### config.mk
export PLATFORM = sky130hd
export DESIGN_NAME = dmem_bus_master_flat
export DESIGN_NICKNAME = d
export VERILOG_FILES = /design/src/rtl/dmem_bus_master_pkg.sv /design/src/rtl/dmem_bus_master_if.sv /design/src/rtl/dmem_timeout_counter.sv /design/src/rtl/dmem_bus_master.sv /design/src/flat_wrapper.sv
export SDC_FILE = /design/constraint.sdc
export NUM_CORES = 1
export LEC_CHECK = 0
export ABC_AREA = 1
export CORE_MARGIN = 3
export CORE_UTILIZATION = 30
export DETAILED_ROUTE_END_ITERATION = 10
export PLACE_DENSITY = 0.73
export RECOVER_POWER = 50
export SLEW_MARGIN = 20
export SYNTH_ARGS = -nofsm -noshare
export SYNTH_HDL_FRONTEND = slang
export SYNTH_HIERARCHICAL = 1
export SYNTH_SLANG_ARGS = --single-unit
### constraint.sdc
create_clock -name clk_i -period 2.2 [get_ports clk_i]
set_input_delay 0.22 -clock clk_i [delete_from_list [all_inputs] [get_ports clk_i]]
set_output_delay 0.22 -clock clk_i [all_outputs]
set_load 0.01 [all_outputs]
### src/rtl/dmem_bus_master_pkg.sv
// Shared definitions for the data-memory bus master.
//   state_e                : 2-bit FSM state encoding (IDLE, REQ, WAIT, RESP)
//   TIMEOUT_CYCLES_DEFAULT : default access timeout in cycles spent in REQ+WAIT
package dmem_bus_master_pkg;

    typedef enum logic [1:0] {
        ST_IDLE = 2'd0,
        ST_REQ  = 2'd1,
        ST_WAIT = 2'd2,
        ST_RESP = 2'd3
    } state_e;

    localparam int unsigned TIMEOUT_CYCLES_DEFAULT = 255;

endpackage

### src/rtl/dmem_bus_master_if.sv
// Data-memory bus between the bus master and a memory/interconnect slave.
//   bus_req_o    : request valid (master -> slave)
//   bus_addr_o   : 30-bit word address
//   bus_wdata_o  : lane-aligned write data
//   bus_wen_o    : byte-lane write enables, all zero for a read
//   bus_gnt_i    : slave accepted the request this cycle
//   bus_rvalid_i : response (read data or write ack) valid
//   bus_rdata_i  : response data
//   bus_err_i    : response carries an error, qualified by bus_rvalid_i
interface dmem_bus_master_if;

    logic        bus_req_o;
    logic [29:0] bus_addr_o;
    logic [31:0] bus_wdata_o;
    logic [3:0]  bus_wen_o;
    logic        bus_gnt_i;
    logic        bus_rvalid_i;
    logic [31:0] bus_rdata_i;
    logic        bus_err_i;

    modport master (
        output bus_req_o, bus_addr_o, bus_wdata_o, bus_wen_o,
        input  bus_gnt_i, bus_rvalid_i, bus_rdata_i, bus_err_i
    );

    modport slave (
        input  bus_req_o, bus_addr_o, bus_wdata_o, bus_wen_o,
        output bus_gnt_i, bus_rvalid_i, bus_rdata_i, bus_err_i
    );

endinterface

### src/rtl/dmem_timeout_counter.sv
// Saturating access timeout counter.
//   clk_i, rst_n_i : clock, synchronous active-low reset
//   clr_i          : restart counting from zero (has priority over en_i)
//   en_i           : count this cycle
//   expired_o      : this enabled cycle is the TIMEOUT_CYCLES-th counted cycle
//                    (or later); stays high once reached because the count saturates
module dmem_timeout_counter
    import dmem_bus_master_pkg::*;
#(
    parameter int unsigned TIMEOUT_CYCLES = TIMEOUT_CYCLES_DEFAULT
) (
    input  logic clk_i,
    input  logic rst_n_i,
    input  logic clr_i,
    input  logic en_i,
    output logic expired_o
);

    localparam int CNT_W = $clog2(TIMEOUT_CYCLES + 1);
    localparam logic [CNT_W-1:0] CNT_MAX  = CNT_W'(TIMEOUT_CYCLES);
    localparam logic [CNT_W-1:0] CNT_LAST = CNT_W'(TIMEOUT_CYCLES - 1);

    logic [CNT_W-1:0] cnt_q, cnt_d;

    always_comb begin
        cnt_d = cnt_q;
        if (clr_i) begin
            cnt_d = '0;
        end else if (en_i && (cnt_q != CNT_MAX)) begin
            cnt_d = cnt_q + 1'b1;
        end
    end

    always_ff @(posedge clk_i) begin
        if (!rst_n_i) begin
            cnt_q <= '0;
        end else begin
            cnt_q <= cnt_d;
        end
    end

    // The count shows cycles already spent, so the N-th counted cycle sees N-1.
    assign expired_o = en_i && (cnt_q >= CNT_LAST);

endmodule

### src/rtl/dmem_bus_master.sv
// Sequential data-memory bus master: turns a single-cycle load/store slot into
// one registered bus transaction (request/grant, then response), with a timeout,
// and hands the raw read word plus an error flag to the read formatter.
//   clk_i, rst_n_i          : clock, synchronous active-low reset
//   req_valid_i/addr/wdata/wen/ren : memory-stage request slot
//   stall_o                 : hold the memory stage and everything upstream
//   bus                     : master side of the data-memory bus
//   rsp_valid_o/data/err    : response held until rsp_ready_i
module dmem_bus_master
    import dmem_bus_master_pkg::*;
#(
    parameter int unsigned TIMEOUT_CYCLES = TIMEOUT_CYCLES_DEFAULT
) (
    input  logic                clk_i,
    input  logic                rst_n_i,
    input  logic                req_valid_i,
    input  logic [29:0]         req_addr_i,
    input  logic [31:0]         req_wdata_i,
    input  logic [3:0]          req_wen_i,
    input  logic                req_ren_i,
    output logic                stall_o,
    dmem_bus_master_if.master   bus,
    output logic                rsp_valid_o,
    output logic [31:0]         rsp_data_o,
    output logic                rsp_err_o,
    input  logic                rsp_ready_i
);

    state_e      state_q;
    logic        bus_req_q;
    logic [29:0] addr_q;
    logic [31:0] wdata_q;
    logic [3:0]  wen_q;
    logic        rsp_valid_q;
    logic [31:0] rsp_data_q;
    logic        rsp_err_q;

    logic mem_op;
    logic tmo_clr, tmo_en, tmo_expired;

    assign mem_op = req_valid_i & (req_ren_i | (|req_wen_i));

    assign tmo_clr = (state_q == ST_IDLE) & mem_op;
    assign tmo_en  = (state_q == ST_REQ) | (state_q == ST_WAIT);

    dmem_timeout_counter #(
        .TIMEOUT_CYCLES (TIMEOUT_CYCLES)
    ) u_timeout (
        .clk_i     (clk_i),
        .rst_n_i   (rst_n_i),
        .clr_i     (tmo_clr),
        .en_i      (tmo_en),
        .expired_o (tmo_expired)
    );

    always_ff @(posedge clk_i) begin
        if (!rst_n_i) begin
            state_q     <= ST_IDLE;
            bus_req_q   <= 1'b0;
            addr_q      <= '0;
            wdata_q     <= '0;
            wen_q       <= '0;
            rsp_valid_q <= 1'b0;
            rsp_data_q  <= '0;
            rsp_err_q   <= 1'b0;
        end else begin
            case (state_q)
                ST_IDLE: begin
                    // A nonzero lane mask makes this a write even if ren is also set.
                    if (mem_op) begin
                        addr_q    <= req_addr_i;
                        wdata_q   <= req_wdata_i;
                        wen_q     <= req_wen_i;
                        bus_req_q <= 1'b1;
                        state_q   <= ST_REQ;
                    end
                end
                ST_REQ: begin
                    // Grant beats timeout; an rvalid alongside the grant is dropped.
                    if (bus.bus_gnt_i) begin
                        bus_req_q <= 1'b0;
                        state_q   <= ST_WAIT;
                    end else if (tmo_expired) begin
                        bus_req_q   <= 1'b0;
                        rsp_valid_q <= 1'b1;
                        rsp_err_q   <= 1'b1;
                        rsp_data_q  <= '0;
                        state_q     <= ST_RESP;
                    end
                end
                ST_WAIT: begin
                    // A response on the timeout cycle still counts as a normal response.
                    if (bus.bus_rvalid_i) begin
                        rsp_valid_q <= 1'b1;
                        rsp_err_q   <= bus.bus_err_i;
                        rsp_data_q  <= (|wen_q) ? 32'h0 : bus.bus_rdata_i;
                        state_q     <= ST_RESP;
                    end else if (tmo_expired) begin
                        rsp_valid_q <= 1'b1;
                        rsp_err_q   <= 1'b1;
                        rsp_data_q  <= '0;
                        state_q     <= ST_RESP;
                    end
                end
                ST_RESP: begin
                    if (rsp_ready_i) begin
                        rsp_valid_q <= 1'b0;
                        state_q     <= ST_IDLE;
                    end
                end
                default: state_q <= ST_IDLE;
            endcase
        end
    end

    // Accepting cycle must already stall, so this term is combinational on the slot.
    assign stall_o = (state_q == ST_REQ) | (state_q == ST_WAIT) |
                     ((state_q == ST_IDLE) & mem_op);

    assign bus.bus_req_o   = bus_req_q;
    assign bus.bus_addr_o  = addr_q;
    assign bus.bus_wdata_o = wdata_q;
    assign bus.bus_wen_o   = wen_q;

    assign rsp_valid_o = rsp_valid_q;
    assign rsp_data_o  = rsp_data_q;
    assign rsp_err_o   = rsp_err_q;

endmodule

### src/flat_wrapper.sv
// flat-port wrapper written by rule: the top's interface ports become plain ports
module dmem_bus_master_flat import dmem_bus_master_pkg::*;
#(
    parameter int unsigned TIMEOUT_CYCLES = TIMEOUT_CYCLES_DEFAULT
)
  (clk_i, rst_n_i, req_valid_i, req_addr_i, req_wdata_i, req_wen_i, req_ren_i, stall_o, rsp_valid_o, rsp_data_o, rsp_err_o, rsp_ready_i, bus_bus_req_o, bus_bus_addr_o, bus_bus_wdata_o, bus_bus_wen_o, bus_bus_gnt_i, bus_bus_rvalid_i, bus_bus_rdata_i, bus_bus_err_i);
  dmem_bus_master_if bus_i ();
  input  logic clk_i;
  input  logic rst_n_i;
  input  logic req_valid_i;
  input  logic [29:0] req_addr_i;
  input  logic [31:0] req_wdata_i;
  input  logic [3:0] req_wen_i;
  input  logic req_ren_i;
  output logic stall_o;
  output logic rsp_valid_o;
  output logic [31:0] rsp_data_o;
  output logic rsp_err_o;
  input  logic rsp_ready_i;
  output wire logic [$bits(bus_i.bus_req_o)-1:0] bus_bus_req_o;
  output wire logic [$bits(bus_i.bus_addr_o)-1:0] bus_bus_addr_o;
  output wire logic [$bits(bus_i.bus_wdata_o)-1:0] bus_bus_wdata_o;
  output wire logic [$bits(bus_i.bus_wen_o)-1:0] bus_bus_wen_o;
  input wire logic [$bits(bus_i.bus_gnt_i)-1:0] bus_bus_gnt_i;
  input wire logic [$bits(bus_i.bus_rvalid_i)-1:0] bus_bus_rvalid_i;
  input wire logic [$bits(bus_i.bus_rdata_i)-1:0] bus_bus_rdata_i;
  input wire logic [$bits(bus_i.bus_err_i)-1:0] bus_bus_err_i;
  assign bus_bus_req_o = bus_i.bus_req_o;
  assign bus_bus_addr_o = bus_i.bus_addr_o;
  assign bus_bus_wdata_o = bus_i.bus_wdata_o;
  assign bus_bus_wen_o = bus_i.bus_wen_o;
  assign bus_i.bus_gnt_i = bus_bus_gnt_i;
  assign bus_i.bus_rvalid_i = bus_bus_rvalid_i;
  assign bus_i.bus_rdata_i = bus_bus_rdata_i;
  assign bus_i.bus_err_i = bus_bus_err_i;
  dmem_bus_master #(.TIMEOUT_CYCLES(TIMEOUT_CYCLES)) u_core (.clk_i(clk_i), .rst_n_i(rst_n_i), .req_valid_i(req_valid_i), .req_addr_i(req_addr_i), .req_wdata_i(req_wdata_i), .req_wen_i(req_wen_i), .req_ren_i(req_ren_i), .stall_o(stall_o), .bus(bus_i), .rsp_valid_o(rsp_valid_o), .rsp_data_o(rsp_data_o), .rsp_err_o(rsp_err_o), .rsp_ready_i(rsp_ready_i));
endmodule
==> reports/metrics.csv <==
stage;metric;value;unit
placed_design;HPWL after DPL;8573;um
global_route;Tot GR Track Use;0.1534;
sta;Least-Margin Pin Slew;0.7153;ns
global_route;largest net degree at the start of global routing;68;
yosys;Mapped Cells;559;
hold_path;Worst Hold Class;input pin to register;
global_route;grt ovf;0;
sta;setup tns final;0;ns
power;Worst VDD drop;0.5135;mV
sta;Slew HR;0.5231;
power;Power Density;768.1;mW/mm2
floorplan;core box area;0.01399;mm2
yosys;Yosys top cell area share;0.5145;
power;Leakage;0.002799;uW
yosys;unique cell type count in the Yosys netlist;25;
yosys;post-synthesis sequential area ratio;0.5145;
clock_network;hold_buf cts;0;
cells_and_area;fill count;1337;
sta;Final Cycle Share;0.9007;
yosys;largest cells by area after synthesis;dfxtp_1, nand2_1, a21oi_1, nand3_1, ha_1;
cells_and_area;Area Overhead vs Synth;59.15;%
sta;fmax;0.5047;GHz
setup_path;CP Data Required Time;1.98;ns
clock_network;clk root buf;clkbuf_16;
global_route;vias in the first global route;4085;
global_route;met3 global-route usage;0.05556;
cells_and_area;Reg area;0.002222;mm2
sta;Final min period;1.982;ns
setup_path;type of origin of the critical path;register;
yosys;yosys warns;6;
floorplan;row count;43;
yosys;Post-Syn Nets;672;
floorplan;I/O Pins;208;
floorplan;Die Y;126.0;um
setup_path;Arr. time, crit path;1.76;ns
routing;WL/cell;13.19;um
global_route;first-pass GRT wire length;20000;um
sta;clk_skew;0.003990;ns
global_route;GR Layer Usage met1;0.1793;
sta;Final Hold Fails;0;
clock_network;CTS Buf Count;9;
clock_network;worst skew pair latency;0.34;ns
clock_network;clock sink count;111;
yosys;top post-synthesis cells by count;nand2_1, dfxtp_1, a21oi_1;
routing;Vias;4271;
routing;initial DRC count;219;
yosys;dominant cell type by area after synthesis;dfxtp_1;
clock_network;CTS tree;yes;
sta;RSZ-0062 raised after global routing;false;
clock_network;CTS H-tree depth;3;
setup_path;crit path kind;register to output port;
clock_network;clock buffer depth;2;
floorplan;die footprint;0.01587;mm2
global_route;Most Crowded Layer GR;met2;
cells_and_area;# diodes;0;
routing;Antenna Nets Post-Route;0;
floorplan;Initial Util;0.3088;
placed_design;port buffer count;207;
sta;setup violators final;0;
routing;Vias/cell;4.558;
yosys;EDFF count, synth;0;
yosys;Yosys reg bits;111;
sta;max-slew violations;0;
yosys;count leader, synth;nand2_1;
status;outcome;completed;
yosys;asr flop ratio synth;0;
routing;drt first pass iters;4;
routing;DRC viols;0;
floorplan;DIE WIDTH;126.0;um
global_route;GR Util met2;0.2654;
yosys;Most used DFF post-synth;dfxtp_1;
yosys;Mapped Area;0.004319;mm2
placed_design;placer's final routability congestion estimate;0.8365;
sta;final hold slack;0.4263;ns
cells_and_area;share of cells above drive strength 1;0.05548;
yosys;syn_area_per_cell;7.727;um2
setup_path;crit path max fanout;6;
clock_network;clk slew on worst S/H paths;0.07;ns
global_route;antenna violations before repair;0;
cells_and_area;Final nets;865;
routing;WL final;12360;um
run;Max Cap Viol;0;
cells_and_area;footprint of the multi-input gates;0.001848;mm2
setup_path;CP Capture Type;output port;
placed cells by master (no fill, tap or decap), types with 7 or more instances in the layout:
cell type	netlist	final
nor2_1	23	22
clkbuf_16	0	9
a21oi_1	107	107
ha_1	7	7
dlygate4sd3_1	0	101
dfxtp_1	111	111
nand2_1	192	192
nand3_1	39	39
inv_1	13	13
clkdlybuf4s50_1	0	105
through the flow:
step	setup WS, ns	cell area (um2)	power (uW)	std cells	utilization
3_3_place_gp	0.08908	6535	3608	921	0.4672
6_report	0.2184	6874	5280	937	0.4914
5_1_grt	0.005399	6874	5589	937	0.4914
3_5_place_dp	0.08554	6535	3621	921	0.4672
2_1_floorplan	0.3527	4319	2992	559	-
4_1_cts	0.1449	6864	5420	937	0.4907
power breakdown:
group / internal, uW / leakage, uW / switching [uW]
Sequential: 2170 / 0.000904 / 89.1
Combinational: 583 / 0.00173 / 658
Clock: 1040 / 0.000163 / 745
timing repair:
action / CTS / global route
setup endpoints to repair: 1 / 32
resized for setup: 1 / 3
setup buffers: 0 / 0
per-layer routing:
layer	share of wire	routed length (um)
met1	0.44	5391
met2	0.47	5798
met3	0.080	988
met4	0.015	184
met5	0	0
layout make-up:
type / count / area share
repair buffers: 215 / 0.3183
flip-flops and latches: 111 / 0.3233
clock inverters: 6 / 0.01329
clock buffers: 10 / 0.03477
inverters: 16 / 0.008737
multi-input cells: 399 / 0.2688
well taps: 180 / 0.03276
final timing paths:
path,depth (start not counted),slack [ns],endpoint,start
worst min-delay path,3,0.43,u_core/bus.bus_addr_o[8],req_addr_i[8]
worst min register to register,2,0.46,u_core/bus.bus_addr_o[27],u_core/bus.bus_addr_o[27]
worst max-delay path,4,0.22,stall_o,u_core/state_q[0]
worst max register to register,10,0.22,u_core/rsp_data_o[4],u_core/state_q[1]
flip-flops by register name, summed over array words and instances, names as in the netlist:
| signal | count |
|---|---|
| u_core/bus.bus_wdata_o | 32 |
| u_core/bus.bus_req_o | 1 |
| u_core/rsp_data_o | 32 |
| u_core/bus.bus_addr_o | 30 |
| u_core/state_q | 2 |
| u_core/rsp_valid_o | 1 |
| u_core/u_timeout/cnt_q | 8 |
| u_core/bus.bus_wen_o | 4 |
| u_core/rsp_err_o | 1 |
logic make-up (layout without fill, tap and decap cells):
| logic type | Yosys count | count (layout) | share of synthesized area |
|---|---|---|---|
| AND/OR/NAND/NOR | 273 | 273 | 0.2645 |
| AO/OA/AOI/OAI | 117 | 117 | 0.1370 |
| flip-flops | 111 | 111 | 0.5145 |
| buffers and inverters | 49 | 247 | 0.05968 |
| adder cells (fa/ha/maj) | 7 | 7 | 0.02028 |
| XOR/XNOR | 2 | 2 | 0.004056 |
worst max-delay path, stage by stage, from the launching register on:
cell	delay, ns
dfxtp_1	0.38
inv_1	0.11
ha_1	0.38
or2_1	0.25
dlygate4sd2_1	0.31
No activity file was read; power rests on OpenSTA's default activity.
